===== src/rtl/tpx3_sync_distributor.sv =====
// Runtime host/client T0_Sync and Reset distributor for Timepix3 readout boards.
// Optional T0 sequence counter is built only when TPX3_SYNC_T0CNT_EN is defined.
module tpx3_sync_distributor #(
   parameter int unsigned N_EXT       = 2,
   parameter int unsigned DELAY_W     = 8,
   parameter int unsigned PULSE_W     = 4,
   parameter int unsigned SYNC_STAGES = 2
) (
   input  logic                     i_clk,
   input  logic                     i_rst,
   input  logic                     i_mode,
   input  logic                     i_t0_req,
   input  logic                     i_reset_req,
   input  logic [PULSE_W-1:0]       i_pulse_len,
   input  logic [DELAY_W-1:0]       i_local_delay,
   input  logic [N_EXT*DELAY_W-1:0] i_ext_delay,
   input  logic                     i_ext_t0_in,
   input  logic                     i_ext_rst_in,
   output logic                     o_t0_sync,
   output logic                     o_tpx_reset,
   output logic [N_EXT-1:0]         o_ext_t0_out,
   output logic [N_EXT-1:0]         o_ext_rst_out,
   output logic                     o_busy,
   output logic [7:0]               o_drop_count,
   output logic [15:0]              o_t0_count
);
   localparam int unsigned CNT_W = DELAY_W + PULSE_W + 1;

   typedef enum logic [1:0] {S_IDLE = 2'd0, S_RUN = 2'd1, S_DONE = 2'd2} state_t;
   state_t r_state, w_state_nxt;

   logic [SYNC_STAGES-1:0]   r_t0_meta, r_rst_meta;
   logic                     r_t0_prev, r_rst_prev, r_t0_rise, r_rst_rise;
   logic                     r_mode, r_kind_rst;
   logic [PULSE_W-1:0]       r_leff;
   logic [DELAY_W-1:0]       r_local_d;
   logic [N_EXT*DELAY_W-1:0] r_ext_d;
   logic [CNT_W-1:0]         r_cnt;
   logic                     r_t0_sync, r_tpx_reset, r_busy;
   logic [N_EXT-1:0]         r_ext_t0, r_ext_rst;
   logic [7:0]               r_drop;

   logic [PULSE_W-1:0]       w_leff;
   logic [DELAY_W-1:0]       w_max_d;
   logic [CNT_W-1:0]         w_end;
   logic                     w_idle, w_t0_trig, w_rst_trig, w_trig, w_busy_trig, w_drop_inc;
   logic [N_EXT:0]           w_hit;
   logic                     w_t0_sync_nxt, w_tpx_reset_nxt;
   logic [N_EXT-1:0]         w_ext_t0_nxt, w_ext_rst_nxt;

   function automatic logic in_window(input logic [CNT_W-1:0]   cnt,
                                      input logic [DELAY_W-1:0] d,
                                      input logic [PULSE_W-1:0] len);
      return (cnt >= CNT_W'(d)) && (cnt < (CNT_W'(d) + CNT_W'(len)));
   endfunction

   // Idle uses the live mode; a running sequence judges late triggers by its latched mode.
   assign w_idle      = (r_state == S_IDLE);
   assign w_t0_trig   = i_mode ? r_t0_rise  : i_t0_req;
   assign w_rst_trig  = i_mode ? r_rst_rise : i_reset_req;
   assign w_trig      = w_t0_trig | w_rst_trig;
   assign w_busy_trig = r_mode ? (r_t0_rise | r_rst_rise) : (i_t0_req | i_reset_req);
   assign w_drop_inc  = w_idle ? (w_t0_trig & w_rst_trig) : w_busy_trig;
   assign w_leff      = (i_pulse_len == '0) ? PULSE_W'(1) : i_pulse_len;

   always_comb begin
      w_max_d = r_local_d;
      for (int i = 0; i < int'(N_EXT); i++) begin
         if (r_ext_d[i*DELAY_W +: DELAY_W] > w_max_d) w_max_d = r_ext_d[i*DELAY_W +: DELAY_W];
      end
   end

   assign w_end = CNT_W'(w_max_d) + CNT_W'(r_leff) - CNT_W'(1);

   always_ff @(posedge i_clk or posedge i_rst) begin
      if (i_rst) r_state <= S_IDLE;
      else       r_state <= w_state_nxt;
   end

   always_comb begin
      w_state_nxt = r_state;
      case (r_state)
         S_IDLE:  if (w_trig) w_state_nxt = S_RUN;
         S_RUN:   if (r_cnt == w_end) w_state_nxt = S_DONE;
         S_DONE:  w_state_nxt = S_IDLE;
         default: w_state_nxt = S_IDLE;
      endcase
   end

   always_comb begin
      w_hit = '0;
      if (r_state == S_RUN) begin
         w_hit[0] = in_window(r_cnt, r_local_d, r_leff);
         for (int i = 0; i < int'(N_EXT); i++) begin
            w_hit[i+1] = in_window(r_cnt, r_ext_d[i*DELAY_W +: DELAY_W], r_leff);
         end
      end
      w_t0_sync_nxt   = w_hit[0] & ~r_kind_rst;
      w_tpx_reset_nxt = w_hit[0] &  r_kind_rst;
      w_ext_t0_nxt    = w_hit[N_EXT:1] & {N_EXT{~r_kind_rst}};
      w_ext_rst_nxt   = w_hit[N_EXT:1] & {N_EXT{ r_kind_rst}};
   end

   // Client input synchronisers followed by a registered rising-edge detect.
   always_ff @(posedge i_clk or posedge i_rst) begin
      if (i_rst) begin
         r_t0_meta  <= '0;
         r_rst_meta <= '0;
         r_t0_prev  <= 1'b0;
         r_rst_prev <= 1'b0;
         r_t0_rise  <= 1'b0;
         r_rst_rise <= 1'b0;
      end else begin
         r_t0_meta  <= {r_t0_meta[SYNC_STAGES-2:0], i_ext_t0_in};
         r_rst_meta <= {r_rst_meta[SYNC_STAGES-2:0], i_ext_rst_in};
         r_t0_prev  <= r_t0_meta[SYNC_STAGES-1];
         r_rst_prev <= r_rst_meta[SYNC_STAGES-1];
         r_t0_rise  <= r_t0_meta[SYNC_STAGES-1] & ~r_t0_prev;
         r_rst_rise <= r_rst_meta[SYNC_STAGES-1] & ~r_rst_prev;
      end
   end

   always_ff @(posedge i_clk or posedge i_rst) begin
      if (i_rst) begin
         r_mode      <= 1'b0;
         r_kind_rst  <= 1'b0;
         r_leff      <= PULSE_W'(1);
         r_local_d   <= '0;
         r_ext_d     <= '0;
         r_cnt       <= '0;
         r_t0_sync   <= 1'b0;
         r_tpx_reset <= 1'b0;
         r_ext_t0    <= '0;
         r_ext_rst   <= '0;
         r_busy      <= 1'b0;
         r_drop      <= '0;
      end else begin
         if (w_idle) begin
            r_mode <= i_mode;
            r_cnt  <= '0;
            if (w_trig) begin
               r_kind_rst <= w_rst_trig;
               r_leff     <= w_leff;
               r_local_d  <= i_local_delay;
               r_ext_d    <= i_ext_delay;
            end
         end else if (r_state == S_RUN) begin
            r_cnt <= r_cnt + CNT_W'(1);
         end
         r_t0_sync   <= w_t0_sync_nxt;
         r_tpx_reset <= w_tpx_reset_nxt;
         r_ext_t0    <= w_ext_t0_nxt;
         r_ext_rst   <= w_ext_rst_nxt;
         r_busy      <= (w_state_nxt != S_IDLE);
         if (w_drop_inc && (r_drop != 8'hFF)) r_drop <= r_drop + 8'd1;
      end
   end

   assign o_t0_sync     = r_t0_sync;
   assign o_tpx_reset   = r_tpx_reset;
   assign o_ext_t0_out  = r_ext_t0;
   assign o_ext_rst_out = r_ext_rst;
   assign o_busy        = r_busy;
   assign o_drop_count  = r_drop;

`ifdef TPX3_SYNC_T0CNT_EN
   logic [15:0] r_t0_count;

   // Counts T0 sequences as they start; a Reset sequence start clears it.
   always_ff @(posedge i_clk or posedge i_rst) begin
      if (i_rst)                r_t0_count <= '0;
      else if (w_idle && w_trig) r_t0_count <= w_rst_trig ? 16'd0 : r_t0_count + 16'd1;
   end

   assign o_t0_count = r_t0_count;
`else
   assign o_t0_count = '0;
`endif

endmodule


===== config.mk =====
export PLATFORM = sky130hd
export DESIGN_NAME = tpx3_sync_distributor
export DESIGN_NICKNAME = d
export VERILOG_FILES = /design/src/rtl/tpx3_sync_distributor.sv
export SDC_FILE = /design/constraint.sdc
export NUM_CORES = 1
export LEC_CHECK = 0
export ABC_AREA = 0
export ABC_CLOCK_PERIOD_IN_PS = 7060
export BUFFER_PORTS_ARGS = -buffer_cell sky130_fd_sc_hd__buf_2
export CAP_MARGIN = 20
export CELL_PAD_IN_SITES_DETAIL_PLACEMENT = 1
export CELL_PAD_IN_SITES_GLOBAL_PLACEMENT = 1
export CORE_MARGIN = 1.5
export CORE_UTILIZATION = 30
export CTS_CLUSTER_SIZE = 14
export DETAILED_ROUTE_END_ITERATION = 16
export PLACE_DENSITY = 0.59
export SETUP_SLACK_MARGIN = 0.15
export SYNTH_ARGS = -nofsm -noshare
export SYNTH_HDL_FRONTEND = slang
export SYNTH_SLANG_ARGS = --single-unit

===== constraint.sdc =====
create_clock -name i_clk -period 7.06 [get_ports i_clk]
set_input_delay 0.706 -clock i_clk [delete_from_list [all_inputs] [get_ports i_clk]]
set_output_delay 0.706 -clock i_clk [all_outputs]
set_load 0.02 [all_outputs]

==> summary.txt, run 1 <==
# DRC = 0
Seq/Total Area, Yosys = 0.310
clock-pin slew of the registers on the worst-case setup and hold paths = 70 ps
Critical Path RT = 7300 ps
drt via density = 5.09
Clk Latency, worst-skew pair = 350 ps
DRT Pass-1 Iters = 4
status = finished clean
Synth Flop Type = dfrtp_1
total gr overflow = 0
Buf/Inv on CP = 4
Worst EP arrival = 6430 ps
Post-CTS Setup Repair Bufs = 0
first-pass GRT wire length = 26.0 mm
Detailed Route WL = 15.6 mm
post-route minimum period = 6200 ps
Distinct cells, synth = 59
max incr delay on CP = 450 ps
clk buf depth = 2
Slew Limit Fails = 0
antenna cells = 0
Setup violations, final = 0
Port-buffer cells = 49
Total GRT Usage = 0.172
pre-CTS setup slack = 1000 ps
commonest non-fill, non-tap cell in the layout = ha_1
antenna violations before repair = 0
Max stage delay cell, worst path = fa_1
Final Hold Vio Count = 0
CTS buffer count = 9
headroom to the max-slew limit = 0.383
hold depth = 0
Reg2Reg Depth = 27
HPWL after detailed placement = 11.9 mm
gpl congestion = 0.840
# hold bufs at CTS = 0
most frequent cells in the layout = ha_1, dfrtp_1, o21ai_0
H-tree depth = 3
maxcap violations = 0
clock tree root driver cell = clkbuf_16
initial cell density of the core = 0.305
fmax = 0.161 GHz
YS warnings = 0
WP depth = 27
Net count, final = 773
vias = 4462
Die Y = 138 um
startpoint class of the critical path = flop
Top Ports = 66
crit path capture type = flop
largest net degree at the start of global routing = 69
Cell Area, Synth = 5490 um2
Post-Syn Instances = 591
Worst path most repeated cell = ha_1
vias in the first global route = 4884
Layout fillers = 2072
total die area = 19100 um2
final worst slack = 863 ps
Worst Tran Pin Value = 926 ps
crit-path leading delay family = compound AO/OA/AOI/OAI gates
Layout area overhead = 14.0%
ys async rst share = 1.00
DRC violation total after the first TritonRoute iteration = 149
syn_area_per_cell = 9.29 um2
skew final = 10.3 ps
FP Rows = 49
Setup TNS = 0 ps
antenna-violating nets left = 0
fraction of layout cells with a size suffix above 1 = 0.131
core area = 18000 um2
clock sinks = 68
RSZ-0062 raised after global routing = no
crit share post-route = 0.878
worst-path fanout max = 13
Gates resized, CTS repair = 0
Routed WL per cell = 17.8 um
Min-Delay Path Class = flop to flop
Yosys reg bits = 68
Crit Path Category = flop to flop
EDFF count, synth = 0
die extent in x = 138 um
CTS tree = done
## Yosys cell counts (all sizes together), types with 2 or more instances
| cell type | count | share of area |
|---|---|---|
| buf | 18 | 0.024 |
| nand4 | 10 | 0.011 |
| xnor2 | 33 | 0.053 |
| a21oi | 31 | 0.030 |
| nand3 | 10 | 0.0091 |
| a22o | 2 | 0.0032 |
| o211ai | 4 | 0.0055 |
| nand2 | 51 | 0.035 |
| mux2 | 4 | 0.0082 |
| o21a | 5 | 0.0068 |
| or2 | 5 | 0.0057 |
| o21ai | 55 | 0.050 |
| ha | 91 | 0.21 |
| and3 | 6 | 0.0068 |
| a21o | 13 | 0.018 |
| o31ai | 2 | 0.0027 |
| or3 | 6 | 0.0068 |
| a211oi | 5 | 0.0068 |
| o2111ai | 4 | 0.0064 |
| inv | 46 | 0.031 |
| nor2b | 9 | 0.010 |
| a2111oi | 3 | 0.0048 |
| a31oi | 2 | 0.0034 |
| nand2b | 6 | 0.0068 |
| and4 | 2 | 0.0032 |
| nor2 | 22 | 0.015 |
| o21bai | 3 | 0.0041 |
| dfrtp | 67 | 0.31 |
| o211a | 2 | 0.0036 |
| a21boi | 6 | 0.0082 |
| clkbuf | 8 | 0.0055 |
| fa | 4 | 0.015 |
| mux2i | 9 | 0.016 |
| or4 | 4 | 0.0062 |
| xor2 | 14 | 0.022 |
| nor3 | 13 | 0.013 |
## cell type report
cell class                      count  area [um2]  share of cell area
Clock buffer                        9         225              0.0360
Tap cell                          229         287              0.0458
Multi-Input combinational cell    466        3520               0.563
Inverter                           46         173              0.0276
Clock inverter                      7        81.3              0.0130
Sequential cell                    68        1700               0.272
Timing Repair Buffer               52         268              0.0428
## through the flow
| stage | hold WS [ps] | instance area, um2 | utilization | std cells |
|---|---|---|---|---|
| floorplan | 331 | 5540 | - | 606 |
| global route | 366 | 6260 | 0.348 | 877 |
| detailed placement | 352 | 5950 | 0.331 | 861 |
| global placement | 334 | 5950 | 0.331 | 861 |
| finish | 359 | 6260 | 0.348 | 877 |
| CTS | 367 | 6260 | 0.348 | 877 |
## flip-flops by register name, summed over array words and instances, names as in the netlist, 2 cells and up
| register | count |
|---|---|
| r_ext_d | 16 |
| r_cnt | 13 |
| o_drop_count | 8 |
| r_local_d | 8 |
| r_leff | 4 |
| o_ext_rst_out | 2 |
| o_ext_t0_out | 2 |
| r_rst_meta | 2 |
| r_state | 2 |
| r_t0_meta | 2 |
## worst paths after layout
kind | from | end | slack [ps]
min reg2reg | r_t0_meta[0]$_DFF_PP0_ | r_t0_meta[1]$_DFF_PP0_ | 360
max | r_local_d[1]$_DFFE_PP0P_ | r_state[0]$_DFF_PP0_ | 860
max reg2reg | r_local_d[1]$_DFFE_PP0P_ | r_state[0]$_DFF_PP0_ | 860
min | r_t0_meta[0]$_DFF_PP0_ | r_t0_meta[1]$_DFF_PP0_ | 360
min in group asynchronous | i_rst | r_t0_meta[0]$_DFF_PP0_ | 630
max in group asynchronous | i_rst | r_ext_d[8]$_DFFE_PP0P_ | 5830
## metal layers
metal | vias to the layer above | global-route usage | part of all wire
met5 | - | 0 | 0
met4 | 0 | 0.0609 | 0.021
met3 | 21 | 0.0277 | 0.023
met2 | 64 | 0.290 | 0.48
met1 | 2197 | 0.223 | 0.47
li1 | 2180 | - | -
## worst register-to-register path, delay by kind of cell, from the launching register on
family,cells,cell delay (ps)
AO/OA/AOI/OAI,9,1680
XOR/XNOR,1,140
adder cells (fa/ha/maj),5,1480
buffers and inverters,4,450
flip-flops,1,420
multiplexers,1,340
AND/OR/NAND/NOR,7,1580
## cells by family (layout without fill, tap and decap cells)
group	count (synthesis)	count (layout)	share of synthesized area
mux	13	13	0.0246
fa+ha+maj	95	95	0.222
buf+inv	72	114	0.0606
flops	68	68	0.310
simple gates	150	150	0.138
other cells	1	16	0.000683
xor+xnor	47	47	0.0750
compound gates	145	145	0.168
Power of run 1 is left out: the tool's default activity adds up to more than one toggle a clock period on the data nets, which glitch-free logic cannot reach.
==> run 2, diff against run 1 <==
Settings changed: ABC_AREA 0 to 1, PLACE_DENSITY 0.59 to 0.61.
==> summary.txt, run 2 <==
vias in the first global route = 5218 (+6.8%)
Top Ports = 66 (unchanged)
# DRC = 3 (+3)
max incr delay on CP = 430 ps (-20 ps)
total die area = 19500 um2 (+1.8%)
Distinct cells, synth = 45 (-24%)
Final Hold Vio Count = 0 (unchanged)
startpoint class of the critical path = flop
synth cell count leaders = nand2_1, ha_1, inv_1
Critical Path RT = 7290 ps (about the same)
most frequent cells in the layout = nand2_1, ha_1, inv_1
Die Y = 139 um (+0.90%)
area leader, netlist = dfrtp_1
max reg flops = 16 (unchanged)
total gr overflow = 0 (unchanged)
maxcap violations = 0 (unchanged)
vias = 4964 (+11%)
commonest non-fill, non-tap cell in the layout = nand2_1
Critical path origin = r_local_d[7]$_DFFE_PP0P_
Routed WL per cell = 17.1 um (-3.7%)
RSZ-0062 raised after global routing = no
skew final = 12.3 ps (+1.99 ps)
largest registers = r_ext_d x16, r_cnt x13
gpl congestion = 0.829 (-1.3%)
Setup TNS = 0 ps (unchanged)
# hold bufs at CTS = 0 (unchanged)
Post-Syn Instances = 702 (+19%)
CTS tree = done
Seq/Total Area, Yosys = 0.305 (-0.00563)
Crit Path Category = flop to flop
Synth Flop Type = dfrtp_1
worst reg-to-reg setup slack = 1760 ps (+890 ps)
Slew Limit Fails = 0 (unchanged)
ys async rst share = 1.00 (unchanged)
clock sinks = 68 (unchanged)
Setup violations, final = 0 (unchanged)
post-route minimum period = 5300 ps (-894 ps)
FP Rows = 49 (unchanged)
Total GRT Usage = 0.183 (+0.0107)
YS warnings = 0 (unchanged)
CP Capture Point = r_state[0]$_DFF_PP0_
Worst path most repeated cell = nand2_1
top-area cell type share of the netlist area = 0.300 (-0.00554)
failing checks = DRC
Max stage delay cell, worst path = o21ai_0
HPWL after detailed placement = 13.1 mm (+10%)
clk buf depth = 2 (unchanged)
crit share post-route = 0.751 (-0.127)
Post-CTS Setup Repair Bufs = 0 (unchanged)
Worst EP arrival = 5530 ps (-900 ps)
Port-buffer cells = 49 (unchanged)
antenna violations before repair = 0 (unchanged)
antenna cells = 0 (unchanged)
largest net degree at the start of global routing = 69 (unchanged)
H-tree depth = 3 (unchanged)
first-pass GRT wire length = 27.7 mm (+6.7%)
DRT Pass-1 Iters = 10 (+6)
crit path capture type = flop
clock-pin slew of the registers on the worst-case setup and hold paths = 60 ps (about the same)
fmax = 0.189 GHz (+17%)
Net count, final = 884 (+14%)
antenna-violating nets left = 0 (unchanged)
clock tree root driver cell = clkbuf_16
Detailed Route WL = 16.9 mm (+8.5%)
Min-Delay Path Class = flop to flop
status = finished with violations
initial cell density of the core = 0.309 (+0.00353)
Worst Tran Pin Value = 915 ps (-11.2 ps)
syn_area_per_cell = 7.96 um2 (-14%)
drt via density = 5.02 (-1.2%)
headroom to the max-slew limit = 0.390 (+0.00749)
Clk Latency, worst-skew pair = 350 ps (about the same)
core area = 18100 um2 (+0.68%)
Yosys reg bits = 68 (unchanged)
EDFF count, synth = 0 (unchanged)
worst flop-to-flop path startpoint = r_local_d[7]$_DFFE_PP0P_
DRC violation total after the first TritonRoute iteration = 200 (+34%)
CTS buffer count = 9 (unchanged)
die extent in x = 139 um (+0.90%)
largest cells by area after synthesis = dfrtp_1, ha_1, nand2_1, inv_1, o21ai_0
fraction of layout cells with a size suffix above 1 = 0.112 (-0.0192)
count leader, synth = nand2_1
Biggest register = r_ext_d
Cell Area, Synth = 5590 um2 (+1.8%)
Reg2Reg Depth = 36 (+33%)
Gates resized, CTS repair = 0 (unchanged)
worst-path fanout max = 16 (+3)
FF-to-FF End = r_state[0]$_DFF_PP0_
Layout area overhead = 14.0% (about the same)
run 2: kinds of logic (layout without fill, tap and decap cells):
| group | after synthesis | after routing | share of synthesized area |
|---|---|---|---|
| AO/OA/AOI/OAI | 130 | 130 | 0.132 |
| AND/OR/NAND/NOR | 261 | 261 | 0.204 |
| multiplexers | 3 | 3 | 0.00582 |
| buffers and inverters | 118 | 160 | 0.0920 |
| XOR/XNOR | 26 | 26 | 0.0432 |
| adder cells (fa/ha/maj) | 95 | 95 | 0.218 |
| flip-flops | 68 | 68 | 0.305 |
| other | 1 | 16 | 0.000671 |
run 2: metal layers:
layer  global-route usage  up-vias  routed length (um)
met5                    0        -                   0
met4               0.0582        0                 215
met3               0.0189       15                 414
met2                0.318       74                8160
met1                0.237     2436                8120
li1                     -     2439                   -
run 2: how the worst min path moves through the flow:
stage          cells past startpoint  slack [ps]                 endpoint                     from
3_3_place_gp                       0         330   r_t0_meta[1]$_DFF_PP0_   r_t0_meta[0]$_DFF_PP0_
4_1_cts                            0         350  r_rst_meta[1]$_DFF_PP0_  r_rst_meta[0]$_DFF_PP0_
3_5_place_dp                       0         340  r_rst_meta[1]$_DFF_PP0_  r_rst_meta[0]$_DFF_PP0_
6_report                           0         350   r_t0_meta[1]$_DFF_PP0_   r_t0_meta[0]$_DFF_PP0_
2_1_floorplan                      0         330  r_rst_meta[1]$_DFF_PP0_  r_rst_meta[0]$_DFF_PP0_
5_1_grt                            0         360  r_rst_meta[1]$_DFF_PP0_  r_rst_meta[0]$_DFF_PP0_
run 2: area by class of cell:
cell class,count,area [um2]
Clock buffer,10,239
Tap cell,229,287
Timing Repair Buffer,51,260
Clock inverter,6,95.1
Sequential cell,68,1700
Inverter,93,349
Fill cell,2201,11700
Multi-Input combinational cell,531,3440
run 2: critical path, delay by kind of cell (launching register included):
family                   cells  cell delay [ps]
adder cells (fa/ha/maj)      5             1410
flip-flops                   1              420
AO/OA/AOI/OAI                3              640
AND/OR/NAND/NOR             22             2110
buffers and inverters        6              620
run 2: metrics by stage:
step | worst slack (ps) | util | hold slack [ps] | instances | cell area, um2
6_report | 1760 | 0.352 | 354 | 988 | 6370
3_5_place_dp | 1830 | 0.334 | 340 | 972 | 6040
2_1_floorplan | 2710 | - | 331 | 717 | 5650
5_1_grt | 1290 | 0.352 | 365 | 988 | 6370
3_3_place_gp | 2090 | 0.334 | 332 | 972 | 6040
4_1_cts | 1800 | 0.352 | 354 | 988 | 6370
Power of run 2 is left out for the same reason.
